`src/rtl/instr_fetch_unit_pkg.sv`:
```
// Shared definitions for the instruction fetch unit: FSM state encodings,
// the NOP instruction word, the default reset PC and an alignment helper.
// Optional feature macro used by the fetch unit: FETCH_MISALIGN_CHECK_EN.
package instr_fetch_unit_pkg;

  localparam int unsigned XLEN    = 32;
  localparam int unsigned STATE_W = 2;

  // Fetch FSM state encodings
  localparam logic [STATE_W-1:0] ST_IDLE     = 2'd0;
  localparam logic [STATE_W-1:0] ST_ISSUE    = 2'd1;
  localparam logic [STATE_W-1:0] ST_WAIT_RSP = 2'd2;
  localparam logic [STATE_W-1:0] ST_HOLD     = 2'd3;

  localparam logic [XLEN-1:0] NOP_INSTR        = 32'h0000_0013;
  localparam logic [XLEN-1:0] DEFAULT_RESET_PC = 32'h0000_0000;

  // A PC is fetchable only on a 4-byte boundary
  function automatic logic pc_misaligned(input logic [XLEN-1:0] pc);
    return (pc[1:0] != 2'b00);
  endfunction

endpackage

```
`src/rtl/instr_fetch_unit_pc_register.sv`:
```
// Program-counter register with its +4 incrementer (pc_register sub-block).
module instr_fetch_unit_pc_register
  import instr_fetch_unit_pkg::*;
#(
  parameter logic [31:0] RESET_PC = DEFAULT_RESET_PC
) (
  input  logic        clk,
  input  logic        rst_n,
  input  logic        pc_load_i,
  input  logic [31:0] pc_next_i,
  output logic [31:0] pc_o,
  output logic [31:0] pc_plus4_o
);

  logic [31:0] pc_q;

  // PC holds its value unless the fetch FSM requests a load
  always_ff @(posedge clk or negedge rst_n) begin
    if (!rst_n) begin
      pc_q <= RESET_PC;
    end else if (pc_load_i) begin
      pc_q <= pc_next_i;
    end
  end

  assign pc_o       = pc_q;
  // 32-bit add wraps naturally modulo 2^32
  assign pc_plus4_o = pc_q + 32'd4;

endmodule

```
`src/rtl/instr_fetch_unit.sv`:
```
// Instruction fetch unit: single-outstanding request FSM towards instruction
// memory plus a one-entry instruction buffer towards decode.
// Optional feature: define FETCH_MISALIGN_CHECK_EN to turn misaligned PCs into
// a faulting NOP instead of a memory request.
module instr_fetch_unit
  import instr_fetch_unit_pkg::*;
#(
  parameter logic [31:0] RESET_PC = DEFAULT_RESET_PC
) (
  input  logic        clk,
  input  logic        rst_n,
  input  logic [31:0] pc_in,
  output logic [31:0] PCPlus4,
  output logic        imem_req,
  output logic [31:0] imem_addr,
  input  logic        imem_gnt,
  input  logic        imem_rvalid,
  input  logic [31:0] imem_rdata,
  input  logic        flush,
  input  logic [31:0] flush_pc,
  output logic        if_valid,
  input  logic        if_ready,
  output logic [31:0] if_instr,
  output logic [31:0] if_pc,
  output logic        fetch_fault
);

  logic [STATE_W-1:0] state_q, state_d;
  logic               imem_req_q, imem_req_d;
  logic               if_valid_q, if_valid_d;
  logic [31:0]        if_instr_q, if_instr_d;
  logic [31:0]        if_pc_q, if_pc_d;
  logic               drop_q, drop_d;
  logic               pc_load_c;
  logic [31:0]        pc_next_c;
  logic [31:0]        pc_cur;
  logic [31:0]        pc_plus4;
`ifdef FETCH_MISALIGN_CHECK_EN
  logic               fault_q, fault_d;
`endif

  instr_fetch_unit_pc_register #(
    .RESET_PC (RESET_PC)
  ) u_pc_register (
    .clk        (clk),
    .rst_n      (rst_n),
    .pc_load_i  (pc_load_c),
    .pc_next_i  (pc_next_c),
    .pc_o       (pc_cur),
    .pc_plus4_o (pc_plus4)
  );

  // State, request and instruction buffer registers
  always_ff @(posedge clk or negedge rst_n) begin
    if (!rst_n) begin
      state_q    <= ST_IDLE;
      imem_req_q <= 1'b0;
      if_valid_q <= 1'b0;
      if_instr_q <= '0;
      if_pc_q    <= '0;
      drop_q     <= 1'b0;
    end else begin
      state_q    <= state_d;
      imem_req_q <= imem_req_d;
      if_valid_q <= if_valid_d;
      if_instr_q <= if_instr_d;
      if_pc_q    <= if_pc_d;
      drop_q     <= drop_d;
    end
  end

`ifdef FETCH_MISALIGN_CHECK_EN
  // Misaligned-fetch fault flag
  always_ff @(posedge clk or negedge rst_n) begin
    if (!rst_n) begin
      fault_q <= 1'b0;
    end else begin
      fault_q <= fault_d;
    end
  end
`endif

  // Next-state, PC update and buffer control
  always_comb begin
    state_d    = state_q;
    if_valid_d = if_valid_q;
    if_instr_d = if_instr_q;
    if_pc_d    = if_pc_q;
    drop_d     = drop_q;
    pc_load_c  = 1'b0;
    pc_next_c  = pc_cur;
`ifdef FETCH_MISALIGN_CHECK_EN
    fault_d    = fault_q;
`endif

    case (state_q)
      ST_IDLE: begin
        state_d = ST_ISSUE;
      end

      ST_ISSUE: begin
        if (flush) begin
          pc_load_c = 1'b1;
          pc_next_c = flush_pc;
          // A flush racing the grant leaves a response in flight to drop
          if (imem_gnt && imem_req_q) begin
            state_d = ST_WAIT_RSP;
            drop_d  = 1'b1;
          end
        end else if (imem_gnt && imem_req_q) begin
          state_d = ST_WAIT_RSP;
`ifdef FETCH_MISALIGN_CHECK_EN
        end else if (pc_misaligned(pc_cur)) begin
          state_d    = ST_HOLD;
          if_valid_d = 1'b1;
          if_instr_d = NOP_INSTR;
          if_pc_d    = pc_cur;
          fault_d    = 1'b1;
`endif
        end
      end

      ST_WAIT_RSP: begin
        if (flush) begin
          pc_load_c = 1'b1;
          pc_next_c = flush_pc;
        end
        if (imem_rvalid) begin
          if (drop_q || flush) begin
            // Stale response: discard and refetch from the current PC
            drop_d  = 1'b0;
            state_d = ST_ISSUE;
          end else begin
            if_instr_d = imem_rdata;
            if_pc_d    = pc_cur;
            if_valid_d = 1'b1;
            state_d    = ST_HOLD;
          end
        end else if (flush) begin
          drop_d = 1'b1;
        end
      end

      ST_HOLD: begin
        // Flush takes priority over a simultaneous decode accept
        if (flush || if_ready) begin
          pc_load_c  = 1'b1;
          pc_next_c  = flush ? flush_pc : pc_in;
          if_valid_d = 1'b0;
          state_d    = ST_ISSUE;
`ifdef FETCH_MISALIGN_CHECK_EN
          if (fault_q) begin
            fault_d    = 1'b0;
            if_instr_d = '0;
          end
`endif
        end
      end

      default: begin
        state_d = ST_IDLE;
      end
    endcase

    // Request is raised for the cycle(s) spent in ISSUE with a fetchable PC
    imem_req_d = (state_d == ST_ISSUE);
`ifdef FETCH_MISALIGN_CHECK_EN
    if (pc_misaligned(pc_load_c ? pc_next_c : pc_cur)) begin
      imem_req_d = 1'b0;
    end
`endif
  end

  assign PCPlus4   = pc_plus4;
  assign imem_req  = imem_req_q;
  assign imem_addr = pc_cur;
  assign if_valid  = if_valid_q;
  assign if_instr  = if_instr_q;
  assign if_pc     = if_pc_q;
`ifdef FETCH_MISALIGN_CHECK_EN
  assign fetch_fault = fault_q;
`else
  assign fetch_fault = 1'b0;
`endif

endmodule

```
`config.mk`:
```
export PLATFORM = sky130hd
export DESIGN_NAME = instr_fetch_unit
export DESIGN_NICKNAME = d
export VERILOG_FILES = /design/src/rtl/instr_fetch_unit_pkg.sv /design/src/rtl/instr_fetch_unit_pc_register.sv /design/src/rtl/instr_fetch_unit.sv
export SDC_FILE = /design/constraint.sdc
export NUM_CORES = 1
export LEC_CHECK = 0
export ABC_AREA = 1
export CAP_MARGIN = 10
export CORE_AREA = 8 8 121 123
export DETAILED_ROUTE_END_ITERATION = 10
export DIE_AREA = 0 0 129 131
export PLACE_DENSITY = 0.86
export SLEW_MARGIN = 20
export SYNTH_ARGS = -nofsm -noshare
export SYNTH_HDL_FRONTEND = slang
export SYNTH_HIERARCHICAL = 1
export SYNTH_SLANG_ARGS = --single-unit
```
`constraint.sdc`:
```
create_clock -name clk -period 4.8 [get_ports clk]
set_input_delay 0.96 -clock clk [delete_from_list [all_inputs] [get_ports clk]]
set_output_delay 0.96 -clock clk [all_outputs]
set_load 0.05 [all_outputs]
```
==> results.ini <==
[setup_path]
start_kind=register
r2r_slack_ps=2360
rr_startpoint=state_q[0]
cp_max_fo=6
crit_arrival_ps=2690
required_ps=3840
setup.worst_path.start=u_pc_register/pc_o[2]
critPathKind=register to primary output
crit_path_end_kind=primary output

[timing]
slew_headroom=0.376
max_slew.worst_pin.slew_ps=935
finalSetupViolCount=0
fmax_ghz=0.274
hold_viol_final=0
setup_tns_ps=0
rsz0062_at_grt=no
min_period_ps=3650
timing.final.crit_share=0.760
drv_slew=0
skew_ps=7.64

[hold_path]
min-delay-start=if_pc[21]
hp-class=register to register

[finish]
design_area_um2=8680
nNetsFinal=1030
drive_above_1_share=0.130
multi_input_area_um2=2940
register_area_um2=2530
final_common_cell=clkdlybuf4s50_1
fillCellCount=1034
insertedDiodeCount=0
final_cells=1102
mostFrequentLayoutCells=clkdlybuf4s50_1 (229), nand2_1 (185), dfrtp_1 (101)
area_growth_pct=44.8

[routing]
vias_per_cell=5.08
final_antenna_net_count=0
drc=0
wl_per_cell_um=18.0
vias=5600
routed_wl_mm=19.8
dr.pass1.iters=5
dr.first_iter.drc_count=383

[clocking]
cts_sinks=101
cts.clk_slew.worst_paths_ps=70
cts_buffer_depth=2
cts_tree=built
insertion_delay_ps=340
cts-resized-gates=0
post_cts_buffers=0
htree_levels=3
postCtsHoldBufs=0
cts_buffers=9
clock_tree.root_cell=clkbuf_16

[placed_design]
port_buffers=231
place_area_um2=8380
hpwl_mm=15.2
globalplace.congestion=0.888
dp.cells=1085

[synth]
synth_compound_area_frac=0.115
ys_top_cells_by_area=dfrtp_1 (42%), nand2_1 (12%), mux2_4 (10%), o21ai_0 (6.6%), inv_1 (5.5%)
syn_avg_cell_area_um2=8.48
ys_seq_area_frac=0.422
synth_top_area_cell=dfrtp_1
synthCells=707
ys_seq_elements=101
muxShareOfSynthArea=0.126
synthXorXnorAreaFrac=0.0219
syn_nets=816
yosysUniqueCellTypes=29
netlist_area_um2=6000
yosys_warnings=6
synth_top_area_frac=0.422
synthAdderAreaFrac=0.0146
synth_top_family_by_area=simple AND/OR/NAND/NOR gates
yosys.area_share.simple=0.209

[die]
die_x_um=129
placementRows=42
boundaryPins=233
core_um2=12900
die_area_um2=16900
die_y_um=131
initial_core_util=0.466

[global_routing]
antenna_found_initial=0
grt_pass1_wl_mm=30.5
grt_pass1_vias=5624
grt.total_usage=0.232
grt_max_degree=79
grt_overflow=0

[power]
peakVddDrop_v=0.000307
p_leak_nw=3.93
p_per_area_nw_per_um2=580

[outcome]
status=finished, final reports clean

[job]
cap_violations=0

layout make-up:
class                      count  share of cell area
clock buffer                   9              0.0259
sequential                   101               0.291
inverter                      90              0.0392
clock inverter                 7             0.00649
multi-input combinational    483               0.339
tap                          176              0.0254
timing repair buffer         236               0.273
per-layer routing:
| metal | wire length, µm | global-route usage | vias up |
|---|---|---|---|
| met2 | 9210 | 0.383 | 252 |
| met4 | 291 | 0.0719 | 0 |
| met5 | 0 | 0 | - |
| li1 | - | - | 2697 |
| met1 | 8360 | 0.285 | 2629 |
| met3 | 1930 | 0.0726 | 22 |
where the power goes:
part / total [mW] / leakage [nW] / internal [mW] / switching, mW
registers: 1.35 / 1.37 / 1.09 / 0.259
clock network: 0.699 / 0.125 / 0.358 / 0.341
logic: 2.99 / 2.44 / 0.994 / 1.99
total: 5.03 / 3.93 / 2.44 / 2.59
worst max-delay path, cell delays in order, from the launching register on:
cell and delay (ps):
dfrtp_1 430, ha_1 230, nand2_1 70, nor2_1 190, nand2_2 170, nor2_2 230
xor2_1 200, clkdlybuf4s50_1 840
flip-flops by register name, indices dropped and copies added (netlist names):
signal              cells
drop_q                  1
if_valid                1
if_pc                  32
u_pc_register/pc_o     32
state_q                 2
imem_req                1
if_instr               32
cells in the mapped netlist:
cell and number:
mux2_2 14, o21ai_1 4, mux2_4 40, nand2_2 3
inv_2 1, o21ai_2 21, inv_4 1, nand2_1 186
nand2_4 2, ha_1 7, nor2_2 5, o2111ai_1 5
buf_6 7, nand4_1 5, buf_2 7, xor2_1 15
o21ai_0 79, clkbuf_1 14, conb_1 1, inv_1 88
and2_1 3, nor2_1 36, o21bai_1 1, a21oi_1 8
nor2_4 7, nand3_4 1, dfrtp_1 101, buf_4 5
nand3_1 40
through the flow:
stage	total power [mW]	setup WS, ps	hold WS (ps)	util
final	5.03	1150	486	0.674
after global routing	5.30	997	512	0.674
after CTS	5.07	1120	491	0.672
after detailed placement	4.35	1520	472	0.651
after global placement	4.30	1560	465	0.651
after floorplan	3.33	1490	511	-
path summary, 6_finish.rpt:
path / depth (start not counted) / endpoint
min in group asynchronous: 1 / if_pc[1]
setup reg to reg: 5 / u_pc_register/pc_o[25]
hold reg to reg: 2 / if_pc[21]
hold / removal: 2 / if_pc[21]
max in group asynchronous: 3 / if_instr[21]
setup / recovery: 7 / PCPlus4[14]
cells by family (layout without fill, tap and decap cells):
kind of cell	count (synthesis)	after routing
simple gates	288	288
mux	54	54
flops	101	101
other cells	1	1
xor+xnor	15	15
compound gates	118	118
buf+inv	123	342
fa+ha+maj	7	7
No activity file was read; power rests on OpenSTA's default activity.
